--- config.mk ---
export PLATFORM = sky130hd
export DESIGN_NAME = fft_unload
export DESIGN_NICKNAME = d
export VERILOG_FILES = /design/src/rtl/fft_unload.sv
export SDC_FILE = /design/constraint.sdc
export NUM_CORES = 1
export LEC_CHECK = 0
export ABC_AREA = 1
export CORE_ASPECT_RATIO = 0.6
export CORE_MARGIN = 2
export CORE_UTILIZATION = 40
export CTS_CLUSTER_DIAMETER = 120
export DETAILED_ROUTE_END_ITERATION = 6
export RECOVER_POWER = 50
export SLEW_MARGIN = 20
export SYNTH_ARGS = -nofsm -noshare
export SYNTH_HDL_FRONTEND = slang
export SYNTH_SLANG_ARGS = --single-unit
--- constraint.sdc ---
create_clock -name iCLK -period 2.1 [get_ports iCLK]
set_input_delay 0.525 -clock iCLK [delete_from_list [all_inputs] [get_ports iCLK]]
set_output_delay 0.525 -clock iCLK [all_outputs]
set_load 0.005 [all_outputs]
--- src/rtl/fft_unload.sv ---
// Unloads 2048 FFT bins from four digit-reversed result banks in natural order.
// Credit-limited read issue keeps the output FIFO from overflowing under backpressure.
module fft_unload #(
    parameter int DATA_W     = 16,
    parameter int RD_LAT     = 2,
    parameter int FIFO_DEPTH = 4
) (
    input  logic                iCLK,
    input  logic                iRESET,
    input  logic                iSTART,
    input  logic                iSET,
    output logic                oSET_SEL,
    output logic                oRD_EN,
    output logic [1:0]          oBANK_SEL,
    output logic [8:0]          oADDR_RD,
    input  logic [2*DATA_W-1:0] iRD_DATA_0,
    input  logic [2*DATA_W-1:0] iRD_DATA_1,
    input  logic [2*DATA_W-1:0] iRD_DATA_2,
    input  logic [2*DATA_W-1:0] iRD_DATA_3,
    output logic [DATA_W-1:0]   oDATA_RE,
    output logic [DATA_W-1:0]   oDATA_IM,
    output logic [10:0]         oINDEX,
    output logic                oVALID,
    input  logic                iREADY,
    output logic                oSOP,
    output logic                oEOP,
    output logic                oBUSY,
    output logic                oDONE
);

    localparam int PW = (FIFO_DEPTH > 1) ? $clog2(FIFO_DEPTH) : 1;
    localparam int CW = $clog2(FIFO_DEPTH + 1);
    localparam int FW = 2 * DATA_W + 11;

    typedef enum logic [1:0] {
        IDLE,
        ISSUE,
        DRAIN,
        FINISH
    } state_t;

    state_t state, state_nxt;

    logic [10:0]       k_rd;
    logic [10:0]       k_out;
    logic              last_acc;
    logic [10:0]       r_rd;
    logic              start;
    logic              issue;
    logic              push;
    logic              pop;
    int                outstanding;

    logic [RD_LAT-1:0] p_vld;
    logic [1:0]        p_bank [RD_LAT];
    logic [10:0]       p_k    [RD_LAT];
    logic [2*DATA_W-1:0] rd_word;

    logic [FW-1:0]     mem [FIFO_DEPTH];
    logic [PW-1:0]     wr_ptr;
    logic [PW-1:0]     rd_ptr;
    logic [CW-1:0]     cnt;
    logic [FW-1:0]     head;

    function automatic logic [PW-1:0] ptr_inc(input logic [PW-1:0] p);
        return (p == PW'(FIFO_DEPTH - 1)) ? '0 : p + PW'(1);
    endfunction

    // Natural bin k -> storage index: reverse the radix-4 digits, radix-2 digit last.
    assign r_rd  = {k_rd[1:0], k_rd[3:2], k_rd[5:4], k_rd[7:6], k_rd[9:8], k_rd[10]};
    assign start = (state == IDLE) && iSTART;
    assign push  = p_vld[RD_LAT-1];
    assign pop   = oVALID && iREADY;

    always_comb begin
        outstanding = int'(cnt) - int'(pop);
        for (int i = 0; i < RD_LAT; i++) begin
            outstanding += int'(p_vld[i]);
        end
        issue = (state == ISSUE) && (outstanding < FIFO_DEPTH);
    end

    always_comb begin
        state_nxt = state;
        unique case (state)
            IDLE:    if (iSTART) state_nxt = ISSUE;
            ISSUE:   if (issue && (k_rd == 11'd2047)) state_nxt = DRAIN;
            DRAIN:   if ((cnt == '0) && last_acc) state_nxt = FINISH;
            FINISH:  state_nxt = IDLE;
            default: state_nxt = IDLE;
        endcase
    end

    always_ff @(posedge iCLK or negedge iRESET) begin
        if (!iRESET) begin
            state <= IDLE;
        end else begin
            state <= state_nxt;
        end
    end

    always_ff @(posedge iCLK or negedge iRESET) begin
        if (!iRESET) begin
            k_rd     <= '0;
            k_out    <= '0;
            last_acc <= 1'b0;
            oSET_SEL <= 1'b0;
        end else if (start) begin
            k_rd     <= '0;
            k_out    <= '0;
            last_acc <= 1'b0;
            oSET_SEL <= iSET;
        end else begin
            if (issue && (k_rd != 11'd2047)) k_rd <= k_rd + 11'd1;
            if (pop) begin
                k_out <= k_out + 11'd1;
                if (k_out == 11'd2047) last_acc <= 1'b1;
            end
        end
    end

    always_ff @(posedge iCLK or negedge iRESET) begin
        if (!iRESET) begin
            oBANK_SEL <= '0;
            oADDR_RD  <= '0;
        end else if (issue) begin
            {oBANK_SEL, oADDR_RD} <= r_rd;
        end
    end

    // Stage 0 of the tag pipe is the read strobe itself.
    assign oRD_EN = p_vld[0];

    always_ff @(posedge iCLK or negedge iRESET) begin
        if (!iRESET) begin
            p_vld <= '0;
            for (int i = 0; i < RD_LAT; i++) begin
                p_bank[i] <= '0;
                p_k[i]    <= '0;
            end
        end else begin
            p_vld[0]  <= issue;
            p_bank[0] <= r_rd[10:9];
            p_k[0]    <= k_rd;
            for (int i = 1; i < RD_LAT; i++) begin
                p_vld[i]  <= p_vld[i-1];
                p_bank[i] <= p_bank[i-1];
                p_k[i]    <= p_k[i-1];
            end
        end
    end

    always_comb begin
        rd_word = iRD_DATA_0;
        unique case (p_bank[RD_LAT-1])
            2'd0: rd_word = iRD_DATA_0;
            2'd1: rd_word = iRD_DATA_1;
            2'd2: rd_word = iRD_DATA_2;
            2'd3: rd_word = iRD_DATA_3;
        endcase
    end

    always_ff @(posedge iCLK or negedge iRESET) begin
        if (!iRESET) begin
            wr_ptr <= '0;
            rd_ptr <= '0;
            cnt    <= '0;
            for (int i = 0; i < FIFO_DEPTH; i++) begin
                mem[i] <= '0;
            end
        end else begin
            if (push) begin
                mem[wr_ptr] <= {rd_word, p_k[RD_LAT-1]};
                wr_ptr      <= ptr_inc(wr_ptr);
            end
            if (pop) rd_ptr <= ptr_inc(rd_ptr);
            unique case ({push, pop})
                2'b10:   cnt <= cnt + CW'(1);
                2'b01:   cnt <= cnt - CW'(1);
                default: cnt <= cnt;
            endcase
        end
    end

    assign head     = mem[rd_ptr];
    assign oVALID   = (cnt != '0);
    assign oINDEX   = head[10:0];
    assign oDATA_IM = head[11 +: DATA_W];
    assign oDATA_RE = head[FW-1 -: DATA_W];
    assign oSOP     = oVALID && (oINDEX == 11'd0);
    assign oEOP     = oVALID && (oINDEX == 11'd2047);
    assign oBUSY    = (state != IDLE);
    assign oDONE    = (state == FINISH);

endmodule

; ---- Word level (Yosys, flattened, before mapping)
; Cells that the tools add are included.
[classes]
n_eq_ne = 17
addsub = 9
muxes = 21
bitwise = 2
n_reduce_logical = 21
n_lt_le_gt_ge = 4
[ops]
columns = operator, n
row1 = $bwmux W172, 1
row2 = $mux W43, 3
row3 = $pmux W32 S4, 1
row4 = $bmux W43 S2, 1
row5 = $demux W43 S2, 1
row6 = $mux W11, 4
row7 = $eq A11 B11 Y1 const B, 3
row8 = $add A11 B1 Y11 const B, 2
row9 = $eq A2 B2 Y1 const B, 7
row10 = $logic_not A11 Y1, 1
row11 = $ne A11 B11 Y1 const B, 1
row12 = $mux W2, 5
row13 = $reduce_bool A2 Y1, 5
row14 = $logic_and A1 B1 Y1, 9
row15 = $pmux W2 S4, 1
row16 = $add A5 B2 Y6, 1
row17 = $eq A2 B1 Y1 const B, 3
row18 = $ge A3 B3 Y1 const B, 2
row19 = $lt A6 B4 Y1 const B, 1
row20 = $not A2 Y3, 2
row21 = $pmux W3 S2, 1
row22 = $add A4 B2 Y5, 1
row23 = $add A2 B1 Y2 const B, 2
row24 = $logic_not A2 Y1, 2
row25 = 11 further kinds, 14
[word_totals]
out_inout_bits = 61
regBits = 244
input_bits = 133

; ---- Logic depth before layout (Yosys ltp)
[depth]
depth_word = 10
mapped_depth = 12
ltp_nobuf = 12

; ---- Least setup slack after synthesis
; OpenSTA, ideal clock, no wires.
[synth_timing]
path_type = flip-flop to output port
start = reg rd_ptr[0]
end = out oEOP
path_buffers = 2
arrival_ps = 1362
slack_ps = 213
stages_incl_launch_ff = 10
path_cell_list = dfrtp_1 -> buf_6 -> inv_2 -> buf_6 -> nor2_1 -> o22ai_1 -> nand2_1 -> nor3_1 -> nand4_1 -> nor2_1
[synth_via]
elab_chain_cells = 6
[synth_lines]
columns = element, line_no
row1 = from (decl), 61  ; logic [PW-1:0] rd_ptr;
row2 = from (signal assigned), 176  ; if (pop) rd_ptr <= ptr_inc(rd_ptr);
row3 = $not A2 Y3 (implied by the code), 185  ; assign head = mem[rd_ptr];
row4 = $bmux W43 S2, 185
row5 = $mux W43 (implied by the code) (2 in series), 185
row6 = named net oINDEX[7], 22  ; output logic [10:0] oINDEX,
row7 = $eq A11 B11 Y1, 191  ; assign oEOP = oVALID && (oINDEX == 11'd2047);
row8 = $logic_and A1 B1 Y1, 191
row9 = to (decl), 26  ; output logic oEOP,
; The timed path passes the listed nets, and every way through them passes these cells. The select of a mux whose other input is x is not followed.

; ---- Worst setup path after layout
[layout_timing]
start = reg rd_ptr[0]
end = out oSOP
[layout_via]
elab_chain_cells = 6
[layout_lines]
columns = element, line_no
row1 = $not A2 Y3 (implied by the code), 185
row2 = $bmux W43 S2, 185
row3 = $mux W43 (implied by the code) (2 in series), 185
row4 = $logic_not A11 Y1, 190  ; assign oSOP = oVALID && (oINDEX == 11'd0);
row5 = $logic_and A1 B1 Y1, 190
row6 = to (decl), 25  ; output logic oSOP,
; No other way between the ends. The select of a mux whose other input is x is not followed.

==> impl_metrics.csv <==
group,metric,value,unit
power,ir_worst_vdd,0.000851,V
routing,via_count,10400,
routing,drc,0,
cts,cts.clk_slew.worst_paths,0.06,ns
logic_synthesis,synth_edf_count,0,
cts,cts_tree,"built",
layout,post-route-util,0.588,
grt,grtUsageMet2,0.343,
power,powerDensity,1640,nW/um^2
grt,grt_use_met1,0.395,
critical_path,timing.rr.end,"mem[158]",
logic_synthesis,synth_xor_xnor_area_share,0.00711,
routing,drtIter0Drc,989,
critical_path,start_kind,"flip-flop",
floorplanning,fp.dieArea,29100,sq um
sta,finalCritPeriodShare,1.30,
floorplanning,ios,194,
min_path,min_delay_path_depth,0,
placed_design,portBuffers,193,
critical_path,critPathMaxFanout,6,
routing,first_pass_iters,5,
layout,drive_gt1_frac,0.247,
critical_path,critPathCaptureType,"output port",
logic_synthesis,synthCells,1322,
sta,worst_slew_pin_slew,1.21,ns
sta,rsz0062_at_grt,"yes",
run_status,outcome,"finished, violations left",
routing,wire_per_inst,18.3,microns
layout,stdcell_count,1974,
min_path,hp-class,"flip-flop to flip-flop",
critical_path,rr_startpoint,"p_k[0]",
sta,fin_skew,0.0237,ns
logic_synthesis,synthFlopType,"dfrtp_1",
floorplanning,start_util,0.405,
floorplanning,num_rows,47,
logic_synthesis,syn_nets,1470,
floorplanning,dieWidth,219,microns
sta,max_freq,366,MHz
routing,wl,36000,microns
grt,grt_usage,0.246,
placed_design,globalplace.congestion,0.812,
grt,busiest_layer,"met1",
floorplanning,core_area,27400,sq um
logic_synthesis,muxShareOfSynthArea,0.00102,
grt,grt.met3_usage,0.0485,
sta,whs,0.348,ns
critical_path,slowest_stage,"dfrtp_2",
grt,grt_pass1_wl,56500,microns
logic_synthesis,synthArstFlopShare,1.00,
sta,setup_viol,45,
sta,drv_slew,0,
grt,antenna_found_initial,2,
logic_synthesis,yosysUniqueCellTypes,37,
grt,grt_max_degree,87,
grt,grt_pass1_vias,9897,
run_status,violations,"setup timing",
critical_path,arrival,2.20,ns
floorplanning,die_height,133,microns
logic_synthesis,seq_area_frac_synth,0.542,
cts,cts_inserted_buffers,23,
critical_path,path_common_cell,"buf_4",
min_path,min_to,"p_k[1]",
cts,cts_root_buffer,"clkbuf_16",
layout,final_net_count,1738,
sta,hold_violations,0,
placed_design,preCtsSetupSlack,-0.387,ns
flow_run,max_cap_violations,0,
sta,slew_headroom,0.191,
power,leakage,7.22,nW
logic_synthesis,synth_top_family_by_area,"simple AND/OR/NAND/NOR gates",
sta,period_minus_slack,2.73,ns
critical_path,crit_type,"flip-flop to output port",
placed_design,dp_hpwl,22400,microns
logic_synthesis,syn_area_per_cell,8.39,sq um
routing,drtAntennaViolNets,0,
logic_synthesis,yosys.area_share.adder,0.0176,
logic_synthesis,yosys.area_share.simple,0.189,
critical_path,path_delay_family,"buffers and inverters",
critical_path,regToRegSetupSlack,0.18,ns
grt,grt_overflow,0,
cts,cts_buffer_depth,3,
critical_path,cp.required,1.57,ns
cts,cts_sinks,240,
min_path,hold_start,"p_k[12]",
critical_path,crit_chain,"buf_4 > buf_4 > nor2_4 > o22ai_4 > buf_4 > nor3_2 > nand2_1 > nor2_2 > buf_2",
critical_path,path_depth,9,
critical_path,cpPeakStageDelay,0.47,ns
logic_synthesis,synth_compound_area_frac,0.189,
critical_path,critPathBufInv,4,
placed_design,dp_cells,1876,
logic_synthesis,synth.cell_area,11100,sq um
cts,clk_latency,0.55,ns
critical_path,r2r_cells,5,
logic_synthesis,yosys_warnings,0,
routing,via_per_inst,5.28,
sta,layout_setup_ws,-0.630,ns
layout,area_delta_synth_final,45.2,%
logic_synthesis,synth-seq-cells,240,
cts,h-tree-depth,1,
==> final cells by class <==
type	instances	area (sq um)
Fill cell	2338	11300
Sequential cell	240	6010
Multi-Input combinational cell	936	5240
Timing Repair Buffer	327	3370
Clock buffer	31	636
Tap cell	367	459
Inverter	62	245
Clock inverter	10	150
Antenna cell	1	2.50
==> cell usage after synthesis, types with 2 or more instances <==
| cell | instances | area (sq um) |
|---|---|---|
| buf_6 | 2 | 22.5 |
| nor3_1 | 7 | 35.0 |
| nor3_2 | 2 | 20.0 |
| nor3_4 | 2 | 32.5 |
| ha_1 | 14 | 175 |
| nand2_1 | 336 | 1260 |
| inv_2 | 4 | 15.0 |
| nand3_1 | 47 | 235 |
| clkbuf_1 | 58 | 218 |
| o21ai_0 | 308 | 1540 |
| nand3_2 | 3 | 30.0 |
| nand2_2 | 4 | 25.0 |
| nand4_1 | 4 | 25.0 |
| buf_2 | 22 | 110 |
| o21ai_2 | 8 | 70.1 |
| nor2_1 | 97 | 364 |
| xor2_1 | 9 | 78.8 |
| inv_1 | 58 | 218 |
| dfrtp_1 | 240 | 6010 |
| nor2_2 | 5 | 31.3 |
| a21oi_1 | 18 | 90.1 |
| a32o_1 | 3 | 30.0 |
| o22ai_1 | 36 | 225 |
| o21ai_1 | 22 | 110 |
==> sequential cells by signal, indices dropped and copies added, names as in the netlist <==
| signal | cells |
|---|---|
| rd_ptr | 2 |
| wr_ptr | 2 |
| oSET_SEL | 1 |
| k_out | 11 |
| p_k | 22 |
| last_acc | 1 |
| state | 2 |
| k_rd | 11 |
| p_vld | 2 |
| oBANK_SEL | 2 |
| oADDR_RD | 9 |
| cnt | 3 |
| mem | 172 |
==> cells by family (layout without fill, tap and decap cells) <==
kind of cell               Yosys count  count (layout)
AOI/OAI and AO/OA                  398             398
xor gates and xnor gates             9               9
adders and majority gates           15              15
buffers and inverters              147             430
DFF                                240             240
muxes                                1               1
other                                0               1
and+or+nand+nor                    512             513
==> per-stage QoR <==
stage	power (W)	area (sq um)	TNS [ns]
after floorplan	0.0132	11100	0
after global placement	0.0184	13900	-11.45
after detailed placement	0.0185	13900	-13.57
after CTS	0.0248	15500	-16.49
after global routing	0.0282	16100	-23.89
final	0.0263	16100	-18.21
==> cells in the final DEF, fill, tap and decap left out, types with 16 or more instances in the layout <==
cell type	Yosys	layout
buf_2	22	35
clkbuf_16	0	26
inv_1	58	48
o21ai_2	8	46
o21ai_1	22	41
nand3_1	47	42
nand2_1	336	323
o22ai_1	36	16
buf_12	0	21
dfrtp_1	240	238
buf_6	2	38
clkdlybuf4s50_1	0	144
buf_4	1	66
o21ai_0	308	240
nor2_1	97	59
nor2_2	5	30
==> metal layers <==
metal,share of wire,up-vias,wire [microns]
met2,0.43,332,15400
li1,-,4960,-
met5,0.0014,-,51
met3,0.066,51,2390
met1,0.49,5074,17600
met4,0.016,4,578
==> worst max-delay path by stage <==
stage | start | to | slack [ns]
2_1_floorplan | rd_ptr[0] | oEOP | 0.21
3_3_place_gp | rd_ptr[0] | oEOP | -0.35
3_5_place_dp | rd_ptr[0] | oEOP | -0.39
4_1_cts | rd_ptr[0] | oSOP | -0.56
5_1_grt | rd_ptr[0] | oEOP | -0.77
6_report | rd_ptr[0] | oSOP | -0.63
==> repair_timing <==
action                                  4_1_cts  5_1_grt
pin swaps                                    41       33
cloned                                        9        4
hold buffers                                  1        0
resized for setup                           375      144
endpoints found under the setup margin       48       72
endpoints found under the hold margin        37        0
setup buffers                                40       16
==> report_power, final <==
part | total, W | leakage (nW) | internal (W) | switching, W
sequential | 0.00812 | 3.00 | 0.00664 | 0.00148
clock | 0.00439 | 0.383 | 0.00252 | 0.00187
combinational | 0.0138 | 3.84 | 0.00640 | 0.00743
No activity file was read; power rests on OpenSTA's default activity.
